--- src/rtl/ripple_borrow_subtractor_28b.sv ---
// ripple_borrow_subtractor_28b: multi-cycle subtractor resolving SLICE bits per cycle
// with a ripple-borrow chain; result and borrow-out publish together on completion.
module ripple_borrow_subtractor_28b #(
    parameter int WIDTH = 28,
    parameter int SLICE = 7
) (
    input  logic             clk,
    input  logic             rstn,
    input  logic             start,
    input  logic [WIDTH-1:0] a,
    input  logic [WIDTH-1:0] b,
    input  logic             b_in,
    output logic [WIDTH-1:0] diff,
    output logic             b_out,
    output logic             busy,
    output logic             done
);
    localparam int NSL = WIDTH / SLICE;
    localparam int CW = (NSL > 1) ? $clog2(NSL) : 1;
    localparam logic [CW-1:0] LAST = CW'(NSL - 1);

    typedef enum logic [1:0] {IDLE, CALC, DONE} state_t;

    state_t state_q, state_d;
    logic [WIDTH-1:0] a_q, a_d, b_q, b_d, shadow_q, shadow_d, diff_q, diff_d;
    logic [CW-1:0] cnt_q, cnt_d;
    logic brw_q, brw_d, b_out_q, b_out_d;
    logic [SLICE-1:0] x, y, s;
    logic bi;
    int base;

    always_ff @(posedge clk or negedge rstn) begin
        if (!rstn) begin
            state_q  <= IDLE;
            a_q      <= '0;
            b_q      <= '0;
            shadow_q <= '0;
            diff_q   <= '0;
            cnt_q    <= '0;
            brw_q    <= 1'b0;
            b_out_q  <= 1'b0;
        end else begin
            state_q  <= state_d;
            a_q      <= a_d;
            b_q      <= b_d;
            shadow_q <= shadow_d;
            diff_q   <= diff_d;
            cnt_q    <= cnt_d;
            brw_q    <= brw_d;
            b_out_q  <= b_out_d;
        end
    end

    always_comb begin
        case (state_q)
            IDLE:    state_d = start ? CALC : IDLE;
            CALC:    state_d = (cnt_q == LAST) ? DONE : CALC;
            default: state_d = IDLE;
        endcase
    end

    // Bit-serial borrow chain over the slice selected by cnt, seeded by the stored borrow.
    always_comb begin
        base = int'(cnt_q) * SLICE;
        x = a_q[base +: SLICE];
        y = b_q[base +: SLICE];
        s = '0;
        bi = brw_q;
        for (int i = 0; i < SLICE; i++) begin
            s[i] = x[i] ^ y[i] ^ bi;
            bi = (~x[i] & y[i]) | (~(x[i] ^ y[i]) & bi);
        end
    end

    always_comb begin
        a_d      = a_q;
        b_d      = b_q;
        brw_d    = brw_q;
        cnt_d    = cnt_q;
        shadow_d = shadow_q;
        diff_d   = diff_q;
        b_out_d  = b_out_q;
        if (state_q == IDLE && start) begin
            a_d   = a;
            b_d   = b;
            brw_d = b_in;
            cnt_d = '0;
        end else if (state_q == CALC) begin
            shadow_d[base +: SLICE] = s;
            brw_d = bi;
            cnt_d = cnt_q + CW'(1);
            if (cnt_q == LAST) begin
                diff_d  = shadow_d;
                b_out_d = bi;
            end
        end
    end

    always_comb begin
        busy  = state_q != IDLE;
        done  = state_q == DONE;
        diff  = diff_q;
        b_out = b_out_q;
    end
endmodule
--- config.mk ---
export PLATFORM = sky130hd
export DESIGN_NAME = ripple_borrow_subtractor_28b
export DESIGN_NICKNAME = d
export VERILOG_FILES = /design/src/rtl/ripple_borrow_subtractor_28b.sv
export SDC_FILE = /design/constraint.sdc
export NUM_CORES = 1
export LEC_CHECK = 0
export CELL_PAD_IN_SITES_DETAIL_PLACEMENT = 1
export CELL_PAD_IN_SITES_GLOBAL_PLACEMENT = 2
export CORE_MARGIN = 4
export CORE_UTILIZATION = 34
export DETAILED_ROUTE_END_ITERATION = 16
export PLACE_DENSITY = 0.76
export SLEW_MARGIN = 20
export SYNTH_ARGS = -nofsm -noshare
export SYNTH_HDL_FRONTEND = slang
export SYNTH_SLANG_ARGS = --single-unit
--- constraint.sdc ---
create_clock -name clk -period 4.9 [get_ports clk]
set_input_delay 0.49 -clock clk [delete_from_list [all_inputs] [get_ports clk]]
set_output_delay 0.49 -clock clk [all_outputs]
set_load 0.005 [all_outputs]
# After elaboration in Yosys (flattened, before gate mapping)
# Index checks and enable logic that the tools add are counted.
# W data, S select, Z words.
[classes]
n_mux = 8
n_addsub = 2
shifts = 4
bitwise = 50
n_reduce_logical = 6
eq_ne = 3
mul = 1
[op_table]
columns = ["op", "n"]
rows = [
  ["$shiftx A28 B6 Y7", 2],
  ["$neg A5 Y33", 1],
  ["$shift A7 B33 Y28 const A", 1],
  ["$shiftx A7 B33 Y28", 1],
  ["$bwmux W28", 1],
  ["$not A1 Y1", 15],
  ["$and A1 B1 Y1", 14],
  ["$xor A1 B1 Y1", 14],
  ["$or A1 B1 Y1", 7],
  ["$mux W2", 3],
  ["$mul A2 B3 Y5 const B", 1],
  ["$eq A2 B2 Y1 const B", 2],
  ["$pmux W2 S2", 1],
  ["$reduce_bool A2 Y1", 2],
  ["$mux W1", 3],
  ["$reduce_and A3 Y1", 1],
  ["$add A2 B1 Y2 const B", 1],
  ["$eq A2 B1 Y1 const B", 1],
  ["$logic_not A2 Y1", 1],
  ["$reduce_and A2 Y1", 1],
  ["$logic_and A1 B1 Y1", 1],
]
[totals]
output_inout_bits = 31
register_bits = 118
inputBits = 60
elab_cells = 82

# Depth between registers and ports, before layout
[logic_depth]
word_depth = 20
ltp_mapped = 14
depth_no_buf = 13

# Worst setup path before layout
# Ideal clock, no wire load.
[synth_path]
kind = "register to register"
start = "register cnt_q[0]"
end = "register diff_q[13] (netlist: diff[13])"
synth_period_minus_slack_ns = 4.168
arrival_time_ns = 4.086
required_time_ns = 4.818
n_path_buf = 2
setup_time_ns = 0.082
stages_incl_launch_ff = 13
slack_ns = 0.732
cell_sequence = "dfrtp_1 > buf_6 > buf_4 > mux4_2 > fa_1 > fa_1 > fa_1 > fa_1 > fa_1 > inv_1 > fa_1 > nand2b_1 > a31oi_1"
[synth_via]
elab_chain_cells = 19
elab_cells_between_ends = 53
cone_classes = "1 x add/sub; 1 x mul; 1 x eq/ne; 4 x shift; 1 x mux; 44 x bitwise; 1 x reduce/logical"
[synth_rtl]
columns = ["item", "line_no", "rtl"]
rows = [
  ["from (decl)", "26", "logic [CW-1:0] cnt_q, cnt_d;"],
  ["from (signal assigned)", "48", "cnt_q <= cnt_d;"],
  ["$mul A2 B3 Y5", "64", "base = int'(cnt_q) * SLICE;"],
  ["$shiftx A28 B6 Y7, on equally long branches", "65, 66", ""],
  ["$xor A1 B1 Y1", "70, 71", ""],
  ["$not A1 Y1", "71", "bi = (~x[i] & y[i]) | (~(x[i] ^ y[i]) & bi);"],
  ["$and A1 B1 Y1", "71", ""],
  ["$or A1 B1 Y1", "71", ""],
  ["$and A1 B1 Y1", "71", ""],
  ["$or A1 B1 Y1", "71", ""],
  ["[... 3 more ...]", "--", ""],
  ["$or A1 B1 Y1", "71", ""],
  ["$and A1 B1 Y1", "71", ""],
  ["$or A1 B1 Y1", "71", ""],
  ["$and A1 B1 Y1", "71", ""],
  ["$or A1 B1 Y1", "71", ""],
  ["$xor A1 B1 Y1", "70", "s[i] = x[i] ^ y[i] ^ bi;"],
  ["$shiftx A7 B33 Y28", "89", "shadow_d[base +: SLICE] = s;"],
  ["$bwmux W28", "89", ""],
  ["to (signal assigned)", "47", "diff_q <= diff_d;"],
  ["to (decl)", "25", "logic [WIDTH-1:0] a_q, a_d, b_q, b_d, shadow_q, shadow_d, diff_q, diff_d;"],
]
# Parallel ways exist; a longest one is shown, timed or not.
# A chain may end at the register's enable or synchronous reset.

# Final worst setup path
[layout_path]
start = "register cnt_q[0]"
end = "register diff_q[6] (netlist: diff[6])"
# The elaborated chain is that of the path after synthesis.

==> impl_metrics.env <==
export IMPL_outcome="finished clean"
export IMPL_vias_per_cell=4.82
export IMPL_end_kind="flip-flop"
export IMPL_synthFlopType="dfrtp_1"
export IMPL_track_usage_pct=16.3
export IMPL_portBuffers=90
export IMPL_startpoint_type="flip-flop"
export IMPL_crit_type="reg2reg"
export IMPL_clockRootBuffer="clkbuf_16"
export IMPL_drtPass1Iterations=4
export IMPL_grt_first_pass_wirelength_mm=23.1
export IMPL_drt_total_wl_mm=13.7
export IMPL_p_switching_mw=2.18
export IMPL_internal_power_mw=3.33
export IMPL_gp_congestion=0.767
export IMPL_switching_share_pct=39.6
export IMPL_first_global_vias=4368
export IMPL_setup_viol=0
export IMPL_die_x_um=134
export IMPL_die_area_sq_mm=0.0179
export IMPL_routedWlPerCell_um=16.5
export IMPL_drive_gt1_share_pct=8.83
export IMPL_avgSynthCellArea_sq_um=10.2
export IMPL_netlist_top_cells_area="dfrtp_1 55%, nand2_1 12%, mux4_2 5.9%"
export IMPL_synth_nets=601
export IMPL_combPwrFrac_pct=48.6
export IMPL_worst_pin_slew_ps=956
export IMPL_fmax_mhz=225
export IMPL_drt_initial_drc_count=180
export IMPL_hold_slack_ps=129
export IMPL_antennaDiodeCount=0
export IMPL_core_sq_mm=0.0154
export IMPL_rr_startpoint="cnt_q[0]"
export IMPL_initial_core_util_pct=35.0
export IMPL_critPathArrivalTime_ps=4770
export IMPL_ant_nets=0
export IMPL_cap_viol_max_count=0
export IMPL_clock_sinks=118
export IMPL_stdcell_count=834
export IMPL_dp_cells=804
export IMPL_grt_overflow=0
export IMPL_p_clk_share_pct=20.8
export IMPL_yosysWarnings=0
export IMPL_grt_setup_unrepaired="no"
export IMPL_power_density_mw_per_mm2=787
export IMPL_slew_headroom_pct=35.4
export IMPL_path_clk_slew_ps=50
export IMPL_core_rowCount=45
export IMPL_pwr_share_seq_pct=30.5
export IMPL_ys_ff_latch=118
export IMPL_io_pins=91
export IMPL_fillCellCount=1691
export IMPL_timing_final_crit_share_pct=90.6
export IMPL_synth_most_common_cell="nand2_1"
export IMPL_cts_resized=0
export IMPL_cts_buffer_depth=2
export IMPL_hold_viol=0
export IMPL_synth_edf_count=0
export IMPL_cts_tree="done"
export IMPL_die_h_um=134
export IMPL_antenna_found_initial=0
export IMPL_seq_area_frac_synth_pct=54.9
export IMPL_fin_nets=685
export IMPL_ir_worst_vdd_mv=0.434
export IMPL_async_flop_share_pct=100
export IMPL_final_area_sq_mm=0.00700
export IMPL_netlist_area_sq_mm=0.00537
export IMPL_clock_skew_ps=9.07
export IMPL_htreeDepth=4
export IMPL_clkLatencyLatePin_ps=420
export IMPL_synth_cells=528
export IMPL_syn_to_final_growth_pct=30.2
export IMPL_r2r_end="diff[6]"
export IMPL_reg2reg_slack_ps=460
export IMPL_post_route_min_period_ps=4440
export IMPL_synth_top_area_cell="dfrtp_1"
export IMPL_r2r_cells=11
export IMPL_synth_distinct_cells=35
export IMPL_fin_setup_tns_ps=0
export IMPL_placed_cell_area_sq_mm=0.00645
export IMPL_numCtsBuffers=17
export IMPL_hold_path_class="in2async"
export IMPL_drv_slew=0
export IMPL_synth_top_area_share_pct=54.9
export IMPL_postCtsSetupBuffers=0
export IMPL_crit_fanout=8
export IMPL_via_count=4019
export IMPL_grt_max_degree=85
export IMPL_cts_hold_buf=0
export IMPL_p_leak_nw=3.21
export IMPL_crit_required_ps=5230
export IMPL_post_route_drc_count=0
export IMPL_dp_hpwl_mm=9.71
export IMPL_synth_cells_most_frequent="177 x nand2_1, 118 x dfrtp_1, 40 x a21oi_1"
[registers in the layout, indices dropped and copies added, names as in the netlist]
name and count:
b_q 28, shadow_q 28, brw_q 1, state_q 2, a_q 28, cnt_q 2, b_out 1, diff 28
[per-layer routing]
metal | share of wire (%) | global-route usage (%)
met4 | 1.7 | 6.11
met2 | 49 | 26.2
met3 | 3.2 | 3.81
met1 | 46 | 21.4
met5 | 0 | 0
[worst max-delay path by stage]
stage / start / end / slack [ps]
floorplan: cnt_q[0] / diff[13] / 730
global placement: cnt_q[0] / diff[6] / 480
detailed placement: cnt_q[0] / diff[6] / 410
CTS: cnt_q[0] / diff[6] / 400
global route: cnt_q[0] / diff[6] / 230
finish: cnt_q[0] / diff[6] / 460
[area by class of cell]
type | count | area, sq um | area share (%)
Tap cell | 211 | 264 | 3.77
Clock buffer | 26 | 499 | 7.13
Multi-Input combinational cell | 366 | 2210 | 31.6
Inverter | 11 | 41.3 | 0.590
Clock inverter | 4 | 45.0 | 0.644
Timing Repair Buffer | 98 | 982 | 14.0
Sequential cell | 118 | 2950 | 42.2
[worst max-delay path, cell delays in order, from the launching register on]
cell and delay [ps]:
dfrtp_1 560, buf_4 260, mux4_2 530, fa_1 460, fa_1 390, fa_1 390
fa_1 400, fa_1 370, inv_1 80, fa_1 530, nand2b_1 200, a31oi_1 190
[layout by cell type (no fill, tap or decap), drive strengths merged]
cell	count
or3b	1
o21ai	2
nand2	177
o2bb2ai	8
nor2	28
nor2b	21
clkbuf	26
nor3b	1
inv	11
clkdlybuf4s50	89
nand3	1
nor4bb	1
buf	9
and2	4
a21oi	40
a31o	1
bufinv	1
dfrtp	118
fa	7
and2b	1
mux2	1
nand2b	17
a22o	21
or2	1
and4bb	2
and4b	1
o31ai	1
clkinv	3
and3b	1
mux4	14
a31oi	8
ha	6
[kinds of logic after synthesis]
family                   synth area share, %
flip-flops                              54.9
AND/OR/NAND/NOR                         21.0
AO/OA/AOI/OAI                           9.87
buffers and inverters                   4.07
adder cells (fa/ha/maj)                 4.00
multiplexers                            6.08
[power groups by stage]
stage / clock [mW] / combinational (mW) / sequential [mW]
after global routing: 1.22 / 2.96 / 1.74
final: 1.15 / 2.68 / 1.68
after detailed placement: 0 / 2.72 / 1.70
after global placement: 0 / 2.64 / 1.68
after floorplan: 0 / 1.69 / 1.62
after CTS: 1.17 / 2.74 / 1.69
[stage by stage]
stage	power (mW)	setup WS, ps	utilization (%)
4_1_cts	5.60	401	45.5
2_1_floorplan	3.32	732	-
3_5_place_dp	4.42	411	42.0
5_1_grt	5.92	233	45.5
6_report	5.51	461	45.5
3_3_place_gp	4.32	483	41.8
(Power assumes the default switching activity.)
==> RTL change 1, RTL diff (same settings) <==
Encoding of `state_t`: now one-hot (3 bits for 3 states).
--- a/src/rtl/ripple_borrow_subtractor_28b.sv
+++ b/src/rtl/ripple_borrow_subtractor_28b.sv
@@ -20,5 +20,5 @@
     localparam logic [CW-1:0] LAST = CW'(NSL - 1);
 
-    typedef enum logic [1:0] {IDLE, CALC, DONE} state_t;
+    typedef enum logic [2:0] {IDLE = 3'b001, CALC = 3'b010, DONE = 3'b100} state_t;
 
     state_t state_q, state_d;
Formal check against the unedited RTL: same outputs for any inputs over 10 cycles, from zero or initial values and one cycle with rstn low; not proved beyond that.
==> RTL change 1 against the unedited design <==
  * Worst setup slack improved by 0.17 ns
  * Core utilization rose by 0.24 points
  * Total power fell by 7.5%
  * Sequential cell count rose by 1
  * Cell area rose by 0.89%
  * Hold slack improved by 0.0087 ns
  * Synthesized area rose by 1.3%
  * Routed wire length fell by 6.4%
  * Critical endpoint unchanged
  * Largest power group unchanged
  * Highest routed layer unchanged
==> RTL change 1: results (changes against the unedited design) <==
Clock tree
  • H-tree depth: 4 (unchanged)
  • CTS Buf Count: 17 (unchanged)
  • Clock latency on the worst-skew pair: 0.41 ns
  • CTS root buf: clkbuf_16
  • Clock Tree Buf Depth: 2 (unchanged)

Drt
  • Met2 wire length: 6.21 mm (-7.2%)
  • Met1 Wirelength: 5.81 mm (-8.7%)
  • Via count: 3567 (-11%)
  • Post-Route WL: 12.9 mm (-6.4%)
  • Top Metal Used: met4
  • Drt pass-1 iters: 4 (unchanged)
  • ANT nets after route: 0 (unchanged)
  • DR iter-0 viols: 148 (-18%)
  • Met3 Wirelength: 679 µm (+53%)

Outcome
  • Outcome: finished, final reports clean

Power
  • Sw Pwr: 1.89 mW (-13%)
  • Leakage: 3.01 nW (-6.2%)
  • Maximum VDD drop: 0.440 mV (+1.4%)
  • Combinational power share: 46.7% (-1.9 points)

Setup path
  • Crit Reg-Reg Startpoint: cnt_q[0]
  • Worst flop-to-flop path endpoint: diff[6]
  • Crit path capture: diff[6]
  • Worst Path Max Fanout: 16 (+8)
  • Crit Path Category: register to register
  • R2R depth: 11 (unchanged)
  • WP data arrival: 4.60 ns (-0.17 ns)
  • Flop-to-flop setup slack: 0.63 ns (+0.17 ns)

GRT
  • Largest net degree at the start of global routing: 81 (-4.7%)
  • First-pass GRT wire length: 21.5 mm (-6.8%)
  • Met2 Use GR: 24.8% (-1.4 points)
  • All-Layer GR Usage: 15.4% (-0.91 points)
  • Met3 Use GR: 5.37% (+1.6 points)
  • Busiest grt layer: met2
  • M1 GR Usage: 19.7% (-1.8 points)
  • Initial antenna violation count: 0 (unchanged)
  • Vias in the first global route: 4012 (-8.2%)

Synth
  • Synth top area cells: dfrtp_1 54%, mux2_2 11%, mux4_2 5.8%, a21oi_1 4.0%, a22o_1 3.2%
  • Top post-synthesis cells by count: 118 x dfrtp_1, 51 x mux2_2, 43 x a21oi_1
  • Post-Syn Nets: 486 (-19%)
  • Post-Syn Instances: 413 (-22%)
  • Synth unique cells: 32 (-8.6%)
  • Post-synth ARST share: 100% (unchanged)
  • Register area share after synthesis: 54.7% (-0.21 points)
  • Ys Warns: 0 (unchanged)

Timing
  • Fin Hold WS: 0.137 ns (+0.00873 ns)
  • Worst-Margin Slew: 0.978 ns (+0.0221 ns)
  • Clock Skew: 0.00849 ns (-0.000584 ns)

Layout
  • Fraction of layout cells with a size suffix above 1: 22.2% (+13 points)
  • Post-layout nets: 577 (-16%)
  • Non-Filler Instances: 725 (-13%)
  • Ant diodes: 0 (unchanged)

Worst hold path
  • Hold WC Path Type: primary input to asynchronous set/reset pin

Placed design
  • Cell count after placement: 696 (-13%)
  • # port buffers: 90 (unchanged)
  • Gpl congestion: 0.766 (about the same)
  • Post-DP HPWL: 9.24 mm (-4.9%)

Floorplanning
  • Initial Util: 35.3% (+0.32 points)
[RTL change 1: cell families (layout without fill, tap and decap cells)]
kind of cell | Yosys count | in the layout | synth area share [%]
adder cells (fa/ha/maj) | 13 | 13 | 3.95
AND/OR/NAND/NOR | 91 | 91 | 10.0
buffers and inverters | 38 | 139 | 4.00
AO/OA/AOI/OAI | 80 | 80 | 9.52
multiplexers | 72 | 72 | 17.8
flip-flops | 119 | 119 | 54.7
[RTL change 1: cell type report]
cell class                      instances  area [µm²]
Clock inverter                          4        45.0
Sequential cell                       119        2980
Timing Repair Buffer                   99         970
Inverter                               11        41.3
Fill cell                            1625        8370
Tap cell                              211         264
Clock buffer                           25         495
Multi-Input combinational cell        256        2270
[RTL change 1: stage by stage]
| step | setup WS (ns) | area [µm²] |
|---|---|---|
| 3_3_place_gp | 0.697 | 6520 |
| 4_1_cts | 0.594 | 7060 |
| 6_report | 0.632 | 7060 |
| 5_1_grt | 0.392 | 7060 |
| 2_1_floorplan | 0.562 | 5440 |
| 3_5_place_dp | 0.601 | 6520 |
[RTL change 1: power groups by stage]
stage,registers (mW),logic [mW],clock network (mW)
after floorplan,1.52,1.54,0
after global placement,1.57,2.34,0
after detailed placement,1.60,2.41,0
after CTS,1.58,2.41,1.18
after global routing,1.63,2.58,1.23
final,1.57,2.38,1.15
[RTL change 1: worst max-delay path, stage by stage (launching register included)]
cell      delay, ns
dfrtp_1        0.36
buf_4          0.26
mux4_2         0.57
fa_1           0.45
fa_1           0.39
fa_1           0.40
fa_1           0.39
fa_1           0.37
inv_1          0.08
fa_1           0.53
nand2b_1       0.20
a31oi_1        0.18
==> RTL change 2, RTL diff (same flow settings) <==
Without the edit above. Set the parameter `SLICE` to 8 (it was 7).
--- a/src/rtl/ripple_borrow_subtractor_28b.sv
+++ b/src/rtl/ripple_borrow_subtractor_28b.sv
@@ -3,5 +3,5 @@
 module ripple_borrow_subtractor_28b #(
     parameter int WIDTH = 28,
-    parameter int SLICE = 7
+    parameter int SLICE = 8
 ) (
     input  logic             clk,
Check against the original RTL: not equivalent (a bounded check fails within 10 cycles, from zero or initial values and one cycle with rstn low).
==> RTL change 2 against the unedited design <==
  * Cell area fell by 0.45%
  * Worst setup slack got worse by 0.12 ns
  * Routed wire length rose by 4.3%
  * Synthesized area grew 0.98%
  * Synthesized cell count grew 3.2%
  * Sequential cell count is the same
  * Critical endpoint is now diff[7]
  * Total power decreased by 0.45%
  * Critical path type unchanged
==> RTL change 2: results (changes against the unedited design) <==
Placed design
  • Gpl congestion: 0.759 (-1.0%)
  • Post-DP HPWL: 10.1 mm (+4.4%)

Drt
  • Via count: 4073 (+1.3%)
  • DR iter-0 viols: 194 (+7.8%)

Clock tree
  • Post-cts resize count: 0 (unchanged)

Synth
  • Top post-synthesis cells by count: 180 x nand2_1, 118 x dfrtp_1, 52 x a21oi_1
  • Synth unique cells: 32 (-8.6%)
  • Synth top area cells: dfrtp_1 54%, nand2_1 12%, a21oi_1 4.8%, a22o_1 4.7%, mux4_2 3.3%
  • Register area share after synthesis: 54.4% (-0.53 points)
  • Post-Syn Nets: 619 (+3.0%)

Setup path
  • WP data arrival: 4.89 ns (+0.12 ns)
  • Worst Path Max Fanout: 25 (+17)
  • Slowest-stage cell, CP: mux4_2

GRT
  • First-pass GRT wire length: 23.5 mm (+1.8%)
  • Vias in the first global route: 4448 (+1.8%)
  • Largest net degree at the start of global routing: 80 (-5.9%)
  • All-Layer GR Usage: 16.7% (+0.45 points)

Timing
  • Max_slew headroom: 32.9% (-2.4 points)
  • Fmax: 219 MHz (-2.7%)
  • Max-slew violation count: 0 (unchanged)
  • Clock Skew: 0.00647 ns (-0.00260 ns)

Layout
  • Fillers: 1772 (+4.8%)
  • Fraction of layout cells with a size suffix above 1: 6.89% (-1.9 points)
  • Post-layout nets: 700 (+2.2%)

Outcome
  • Outcome: finished, final reports clean

Power
  • Leakage: 3.26 nW (+1.6%)
  • Maximum VDD drop: 0.417 mV (-3.9%)
==> RTL change 2: cell count changes in the layout (fill, tap and decap cells not counted), sizes merged, moves of 3 or more <==
| cell | delta |
|---|---|
| o2bb2ai | -8 |
| nor2b | -4 |
| and2b | +9 |
| a21oi | +12 |
| a31oi | -4 |
| nor2 | +4 |
| mux2i | +8 |
| nand2 | +3 |
| nand2b | -11 |
| a22o | +8 |
| mux4 | -6 |
| o21ai | +4 |
==> RTL change 2: metal layers <==
metal,vias to the layer above,routed length [µm],track usage [%]
li1,1952,-,-
met1,2028,6720,22.4
met2,78,6980,26.7
met3,15,444,3.94
met4,0,183,5.88
met5,-,0,0
==> RTL change 2: cell type report <==
| cell class | instances | area share [%] |
|---|---|---|
| Sequential cell | 118 | 42.4 |
| Multi-Input combinational cell | 382 | 32.0 |
| Timing Repair Buffer | 97 | 13.9 |
| Clock buffer | 28 | 7.13 |
| Tap cell | 211 | 3.79 |
| Inverter | 10 | 0.539 |
| Clock inverter | 4 | 0.287 |
==> RTL change 2: final timing paths <==
kind	startpoint	slack, ns	depth (start not counted)	endpoint
worst max register to register	cnt_q[0]	0.34	13	diff[7]
worst min-delay path	rstn	0.12	1	diff[1]
worst min register to register	b_q[6]	0.47	2	b_q[6]
min in group clk	b_q[6]	0.47	2	b_q[6]
worst max-delay path	cnt_q[0]	0.34	13	diff[7]
max in group asynchronous	rstn	3.74	2	state_q[1]
==> RTL change 2: metrics by stage <==
stage	cells	instance area (µm²)	worst slack, ns	utilization (%)
after floorplan	545	5430	0.315	-
after global placement	818	6440	0.412	41.8
after detailed placement	818	6450	0.326	41.8
after CTS	850	6960	0.319	45.1
after global routing	850	6970	0.0602	45.2
final	850	6970	0.338	45.2
==> RTL change 2: where the power goes <==
group          leakage, nW  internal (mW)  switching, mW  total, mW
clock network        0.256          0.682          0.414       1.10
registers             1.47           1.42          0.269       1.69
logic                 1.53           1.11           1.59       2.70
total                 3.26           3.21           2.27       5.48
==> RTL change 2: cell families after synthesis <==
family | Yosys count | share of synthesized area, %
and+or+nand+nor | 258 | 20.8
DFF | 118 | 54.4
AOI/OAI and AO/OA | 93 | 10.8
buffers and inverters | 45 | 4.66
muxes | 17 | 5.00
adders and majority gates | 14 | 4.33
==> RTL change 2: critical path: cells and delay by family (launching register included) <==
kind	cells	cell delay [ns]
fa+ha+maj	7	2.82
mux	1	0.55
buf+inv	3	0.44
flops	1	0.41
compound gates	1	0.17
simple gates	1	0.08
